`src/rtl/nibble_serial_add_seq.sv`:
```
// nibble_serial_add_seq: computes a WORDS-nibble wide add by stepping an
// external 4-bit adder slice once per cycle, LSB nibble first, with the
// carry chained through a register between nibbles.
module nibble_serial_add_seq #(
  parameter int WORDS = 4
) (
  input  logic               clk,
  input  logic               rst,
  input  logic               in_valid,
  output logic               in_ready,
  input  logic [4*WORDS-1:0] in_a,
  input  logic [4*WORDS-1:0] in_b,
  input  logic               in_cin,
  output logic [3:0]         add_a,
  output logic [3:0]         add_b,
  output logic               add_cin,
  input  logic [3:0]         add_sum,
  input  logic               add_cout,
  output logic               out_valid,
  input  logic               out_ready,
  output logic [4*WORDS-1:0] out_sum,
  output logic               out_cout
);

  localparam int IW = (WORDS > 1) ? $clog2(WORDS) : 1;

  typedef enum logic [1:0] {IDLE, RUN, DONE} state_t;

  state_t                  state;
  logic [WORDS-1:0][3:0]   op_a, op_b, res, res_nxt;
  logic                    carry, cout_r;
  logic [IW-1:0]           idx;
  logic                    last;

  assign last     = (idx == IW'(WORDS - 1));
  // cout_r only changes on the final nibble, so it doubles as the held output
  assign out_cout = cout_r;

  // Adder slice operands: current nibble while running, quiet zeros otherwise
  always_comb begin
    add_a   = '0;
    add_b   = '0;
    add_cin = 1'b0;
    if (state == RUN) begin
      add_a   = op_a[idx];
      add_b   = op_b[idx];
      add_cin = carry;
    end
  end

  // Partial result with the current nibble's sum merged in
  always_comb begin
    res_nxt      = res;
    res_nxt[idx] = add_sum;
  end

  // Sequencer FSM; all handshake outputs and results are registered
  always_ff @(posedge clk) begin
    if (rst) begin
      state     <= IDLE;
      in_ready  <= 1'b1;
      out_valid <= 1'b0;
      out_sum   <= '0;
      cout_r    <= 1'b0;
      idx       <= '0;
      carry     <= 1'b0;
      res       <= '0;
      op_a      <= '0;
      op_b      <= '0;
    end else begin
      case (state)
        IDLE: begin
          if (in_valid && in_ready) begin
            op_a     <= in_a;
            op_b     <= in_b;
            carry    <= in_cin;
            idx      <= '0;
            in_ready <= 1'b0;
            state    <= RUN;
          end
        end
        RUN: begin
          res   <= res_nxt;
          carry <= add_cout;
          if (last) begin
            // top carry leaves the chain here; it never feeds nibble 0
            cout_r    <= add_cout;
            out_sum   <= res_nxt;
            out_valid <= 1'b1;
            state     <= DONE;
          end else begin
            idx <= idx + 1'b1;
          end
        end
        DONE: begin
          if (out_ready) begin
            out_valid <= 1'b0;
            in_ready  <= 1'b1;
            state     <= IDLE;
          end
        end
        default: begin
          state     <= IDLE;
          in_ready  <= 1'b1;
          out_valid <= 1'b0;
        end
      endcase
    end
  end

endmodule
```
`config.mk`:
```
export PLATFORM = sky130hd
export DESIGN_NAME = nibble_serial_add_seq
export DESIGN_NICKNAME = d
export VERILOG_FILES = /design/src/rtl/nibble_serial_add_seq.sv
export SDC_FILE = /design/constraint.sdc
export NUM_CORES = 1
export LEC_CHECK = 0
export BUFFER_PORTS_ARGS = -buffer_cell sky130_fd_sc_hd__buf_2
export CAP_MARGIN = 15
export CORE_ASPECT_RATIO = 1.25
export CORE_UTILIZATION = 52
export DETAILED_ROUTE_END_ITERATION = 6
export HOLD_SLACK_MARGIN = 0.1
export PLACE_DENSITY = 0.87
export SLEW_MARGIN = 20
export SYNTH_ARGS = -nofsm -noshare
export SYNTH_HDL_FRONTEND = slang
export SYNTH_SLANG_ARGS = --single-unit
```
`constraint.sdc`:
```
create_clock -name clk -period 2.11 [get_ports clk]
set_clock_uncertainty 0.05 [all_clocks]
set_input_delay 0.211 -clock clk [delete_from_list [all_inputs] [get_ports clk]]
set_output_delay 0.211 -clock clk [all_outputs]
set_load 0.02 [all_outputs]
```
Word-level counts from Yosys, hierarchy flattened
Index checks and enable logic that the tools add are counted.
{"block": "totals", "register_bits": 72, "in_bits": 42, "out_inout_bits": 28, "word_cells": 67}
{"block": "op_classes", "addsub": 1, "n_lt_le_gt_ge": 2, "eq_ne": 7, "n_mux": 25, "bitwise": 2, "n_reduce_logical": 11}
{"operator": "2-to-1 mux 4 bit", "count": 5}
{"operator": "binary-select mux 4 bit (select 2 bit)", "count": 2}
{"operator": "bitwise mux 16 bit", "count": 1}
{"operator": "AND reduction 3 bit", "count": 4}
{"operator": "2-to-1 mux 2 bit", "count": 5}
{"operator": "demux 4 bit (select 2 bit)", "count": 1}
{"operator": "!= test 2 bit, second input constant", "count": 4}
{"operator": "2-to-1 mux 1 bit", "count": 6}
{"operator": "case mux 1 bit (3 select lines)", "count": 2}
{"operator": "case mux 2 bit (3 select lines)", "count": 1}
{"operator": "AND reduction 2 bit", "count": 3}
{"operator": "equality test 2 bit, second input constant", "count": 2}
{"operator": "case mux 2 bit (2 select lines)", "count": 1}
{"operator": "less-than comparator 2 x 3 -> 1 bit, second input constant", "count": 1}
{"operator": "adder 2 x 1 -> 2 bit, second input constant", "count": 1}
{"operator": "equality test 2 x 1 -> 1 bit, second input constant", "count": 1}
{"operator": ">= comparator 2 x 1 -> 1 bit, second input constant", "count": 1}
{"operator": "logical AND 1 bit", "count": 2}
{"operator": "zero test 2 bit", "count": 1}
{"operator": "NOT 1 bit", "count": 2}
{"operator": "case mux 1 bit (2 select lines)", "count": 1}
{"operator": "nonzero test 2 bit", "count": 1}

Logic depth before layout (Yosys ltp)
{"block": "depth", "depth_word": 5, "depth_mapped": 7, "mapped_depth_nobuf": 5}

Worst setup path after synthesis
OpenSTA, ideal clock, no wires.
{"block": "synth_timing", "path_kind": "register to register", "from": "register idx[1]", "to": "register res[7] (netlist bit)", "setup_ps": 128, "arrival_ps": 1554, "required_time_ps": 1932, "path_slack_ps": 379, "path_stages_with_launch": 8, "path_buffers": 2, "synth_period_minus_slack_ps": 1731, "cell_sequence": "dfxtp_1 > clkbuf_1 > inv_1 > ha_1 > clkbuf_1 > nand3b_1 > mux2i_1 > nor2_1"}
{"block": "synth_via", "elab_chain_cells": 5, "word_cells_on_any_way": 6, "classes_between": "order compare: 2; mux: 3; reduce/logical: 1"}
{"item": "start: declaration", "line_no": "32", "text": "logic [IW-1:0] idx;"}
{"item": "start signal: assignment", "line_no": "92", "text": "idx <= idx + 1'b1;"}
{"item": "less-than comparator 2 x 3 -> 1 bit (not written as such) or >= comparator 2 x 1 -> 1 bit (tied branches)", "line_no": "54", "text": "res_nxt[idx] = add_sum;"}
{"item": "logical AND 1 bit (not written as such)", "line_no": "54"}
{"item": "2-to-1 mux 4 bit (not written as such)", "line_no": "54"}
{"item": "demux 4 bit (select 2 bit) (*)", "line_no": "54"}
{"item": "bitwise mux 16 bit (*)", "line_no": "54"}
{"item": "end signal: assignment", "line_no": "83", "text": "res <= res_nxt;"}
{"item": "end: declaration", "line_no": "30", "text": "logic [WORDS-1:0][3:0] op_a, op_b, res, res_nxt;"}
Mark *: on every way between the ends. The rest lies on a longest branch, timed or not.
A chain may end at the register's enable or synchronous reset.

Worst setup path after layout
{"block": "layout_timing", "from": "register idx[0]", "to": "output add_a[2]"}
{"block": "layout_via", "elab_chain_cells": 3}
{"item": "binary-select mux 4 bit (select 2 bit)", "line_no": "45", "text": "add_a = op_a[idx];"}
{"item": "2-to-1 mux 4 bit (not written as such)", "line_no": "45"}
{"item": "2-to-1 mux 4 bit", "line_no": "44", "text": "if (state == RUN) begin"}
{"item": "end: declaration", "line_no": "14", "text": "output logic [3:0] add_a,"}
No other way between the ends. The select of a mux whose other input is x is not followed.

==> impl_metrics.py <==
metrics = {
    "critical_path": {
        "setup.worst_path.class": "reg -> out",
        "critPathCaptureType": "output pin",
        "source_of_the_worst_register_to_register_timing_path": "state[0]",
        "path_cells": "buf_6, mux4_2, nor2b_1, buf_2",
        "cp_slowest_cell": "sky130_fd_sc_hd__mux4_2",
        "worst_setup_path_start_kind": "flop",
        "cp_required_ps": 1850,
        "critPathArrivalTime_ps": 1730,
        "crit_start": "idx[0]",
        "timing.critical_path.slowest_cell_delay_ps": 520,
        "critPathMaxFanout": 8,
    },
    "synthesis": {
        "syn-cell-area_mm2": 0.00286,
        "netlist.area_leader.share_pct": 47.6,
        "netlist_top_cells_area": "sky130_fd_sc_hd__dfxtp_1 (48%), sky130_fd_sc_hd__nand2_1 (9.8%), sky130_fd_sc_hd__mux2i_1 (8.4%)",
        "yosys_warnings": 0,
        "synth_nets": 365,
        "asyncSetResetFlopFracSynth_pct": 0,
        "synth_edf_count": 0,
        "cell_count_after_synthesis": 319,
        "synth_flop_cell": "sky130_fd_sc_hd__dfxtp_1",
        "synth_top_area_cell": "sky130_fd_sc_hd__dfxtp_1",
        "seq_total_area_yosys_pct": 47.6,
        "syn_area_per_cell_um2": 8.97,
        "ys_ff_latch": 68,
        "yosysUniqueCellTypes": 28,
    },
    "status": {
        "status": "finished clean",
    },
    "global_routing": {
        "maximum_number_of_pins_on_one_net_before_global_route_repair": 42,
        "first_global_vias": 2526,
        "gr-total-overflow": 0,
        "globalRouteTotalUtil_pct": 25.7,
        "antenna_found_initial": 0,
        "grt_first_pass_wirelength_um": 11100,
    },
    "clocking": {
        "postCtsSetupRepairBufs": 0,
        "clockRootBuffer": "sky130_fd_sc_hd__clkbuf_8",
        "ctsHtreeMaxLevel": 3,
        "cts.clk_slew.worst_paths_ps": 70,
        "cts.sinks": 68,
        "cts_max_path_buffers": 2,
        "worst_skew_pair.late_latency_ps": 340,
        "numCtsBuffers": 9,
        "cts_tree": "done",
    },
    "floorplan": {
        "rows": 29,
        "die_h_um": 84.9,
        "io_pins": 70,
        "die_area_mm2": 0.00581,
        "core_mm2": 0.00519,
        "chipWidth_um": 68.4,
        "floorplan.initialDensity_pct": 55.1,
    },
    "final_layout": {
        "syn_to_final_growth_pct": 29.7,
        "antenna_cells": 0,
        "layout.nets": 455,
        "layout_commonest_cell": "sky130_fd_sc_hd__nand2_1",
        "layout_common_cells": "sky130_fd_sc_hd__nand2_1 (75), sky130_fd_sc_hd__buf_2 (69), sky130_fd_sc_hd__dfxtp_1 (67)",
        "layout_cells_sized_above_1_pct": 24.2,
    },
    "route": {
        "drc": 0,
        "drt_iter0_markers": 113,
        "routed_wl_um": 6910,
        "vias_after_detailed_routing": 2560,
        "ant_nets_after_route": 0,
        "detail_route.vias_per_cell": 5.39,
        "routedWlPerCell_um": 14.5,
        "firstDrtPassIters": 5,
    },
    "place": {
        "place_congestion": 0.771,
        "port_buffers": 69,
        "place_hpwl_um": 4280,
    },
    "sta": {
        "holdWs_ps": 112,
        "drv_slew": 0,
        "timing.setup.tns_ps": 0,
        "timing.final.setup_violations": 0,
        "max_slew_margin_pct": 52.8,
        "transition_time_at_the_pin_with_the_least_slew_margin_ps": 708,
        "finalHoldViolations": 0,
        "maxClockFrequency_mhz": 501,
        "setup_repair_after_global_routing_missed_its_margin": "no",
        "layout_worst_path_cycle_share_pct": 94.5,
        "final.min_clock_period_ps": 1990,
    },
    "run": {
        "drv.max_cap_violation_count": 0,
    },
    "hold_path": {
        "worst_hold_startpoint": "in_a[10]",
        "min-delay-path-class": "in -> reg",
    },
    "pwr": {
        "power.density_mw_per_mm2": 746,
        "ir_drop_uv": 417,
        "p_leak_nw": 1.60,
    },
}
==> per-layer routing <==
metal | part of all wire, % | vias up | global-route usage, % | routed length, um
li1 | - | 1250 | - | -
met1 | 41 | 1217 | 29.9 | 2820
met2 | 53 | 73 | 43.2 | 3630
met3 | 3.8 | 20 | 3.76 | 260
met4 | 2.8 | 0 | 15.3 | 193
met5 | 0 | - | 0 | 0
==> critical path: cells and delay by family, from the launching register on <==
family                 cells  cell delay, ps
buffers and inverters      2             350
muxes                      1             520
DFF                        1             370
and+or+nand+nor            1             150
==> sequential cells by signal (all words and copies together) (netlist names) <==
name,flops
op_a,16
op_b,16
out_sum,16
res,12
idx,2
state,2
carry,1
in_ready,1
out_cout,1
out_valid,1
==> final timing paths <==
path,endpoint,slack [ps],depth (start not counted)
worst max register to register,carry,500,4
worst min-delay path,op_a[10],110,3
worst min register to register,out_sum[12],400,2
worst max-delay path,add_a[2],120,4
==> logic make-up (layout without fill, tap and decap cells) <==
group	Yosys count	in the layout	share of synthesized area, %
multiplexers	32	32	14.7
AND/OR/NAND/NOR	125	125	18.9
buffers and inverters	32	126	5.38
adder cells (fa/ha/maj)	4	4	1.75
flip-flops	68	68	47.6
AO/OA/AOI/OAI	58	58	11.7
==> where the power goes <==
part / internal, mW / switching [mW]
sequential: 1.34 / 0.0370
combinational: 0.182 / 0.187
clock: 0.571 / 0.450
==> timing repair <==
action / CTS / global route
hold buffers: 31 / 0
setup endpoints to repair: 0 / 8
hold endpoints to repair: 31 / 0
gates resized for setup: 0 / 2
==> Yosys cell counts, drive strengths merged, types with 2 or more instances <==
cell type and instances:
a211oi 12, a21oi 40, buf 10, clkbuf 18
dfxtp 68, ha 4, inv 4, mux2i 24
mux4 8, nand2 75, nand2b 2, nand3b 4
nor2 30, nor2b 8
==> layout make-up <==
cell class | count | area (um^2)
Clock buffer | 13 | 149
Clock inverter | 2 | 35.0
Fill cell | 403 | 1480
Inverter | 4 | 15.0
Multi-Input combinational cell | 219 | 1360
Sequential cell | 68 | 1360
Tap cell | 62 | 77.6
Timing Repair Buffer | 107 | 712
==> stage by stage <==
| stage | cell area (um^2) | utilization [%] | power, mW | worst slack, ps | cells |
|---|---|---|---|---|---|
| finish | 3710 | 71.5 | 2.77 | 116 | 475 |
| detailed placement | 3210 | 61.9 | 1.72 | 363 | 429 |
| global route | 3710 | 71.5 | 2.88 | 12.4 | 475 |
| CTS | 3710 | 71.4 | 2.78 | 0.422 | 475 |
| global placement | 3210 | 61.9 | 1.71 | 432 | 429 |
| floorplan | 2860 | - | 1.63 | 379 | 319 |
No activity file was read; power rests on OpenSTA's default activity.
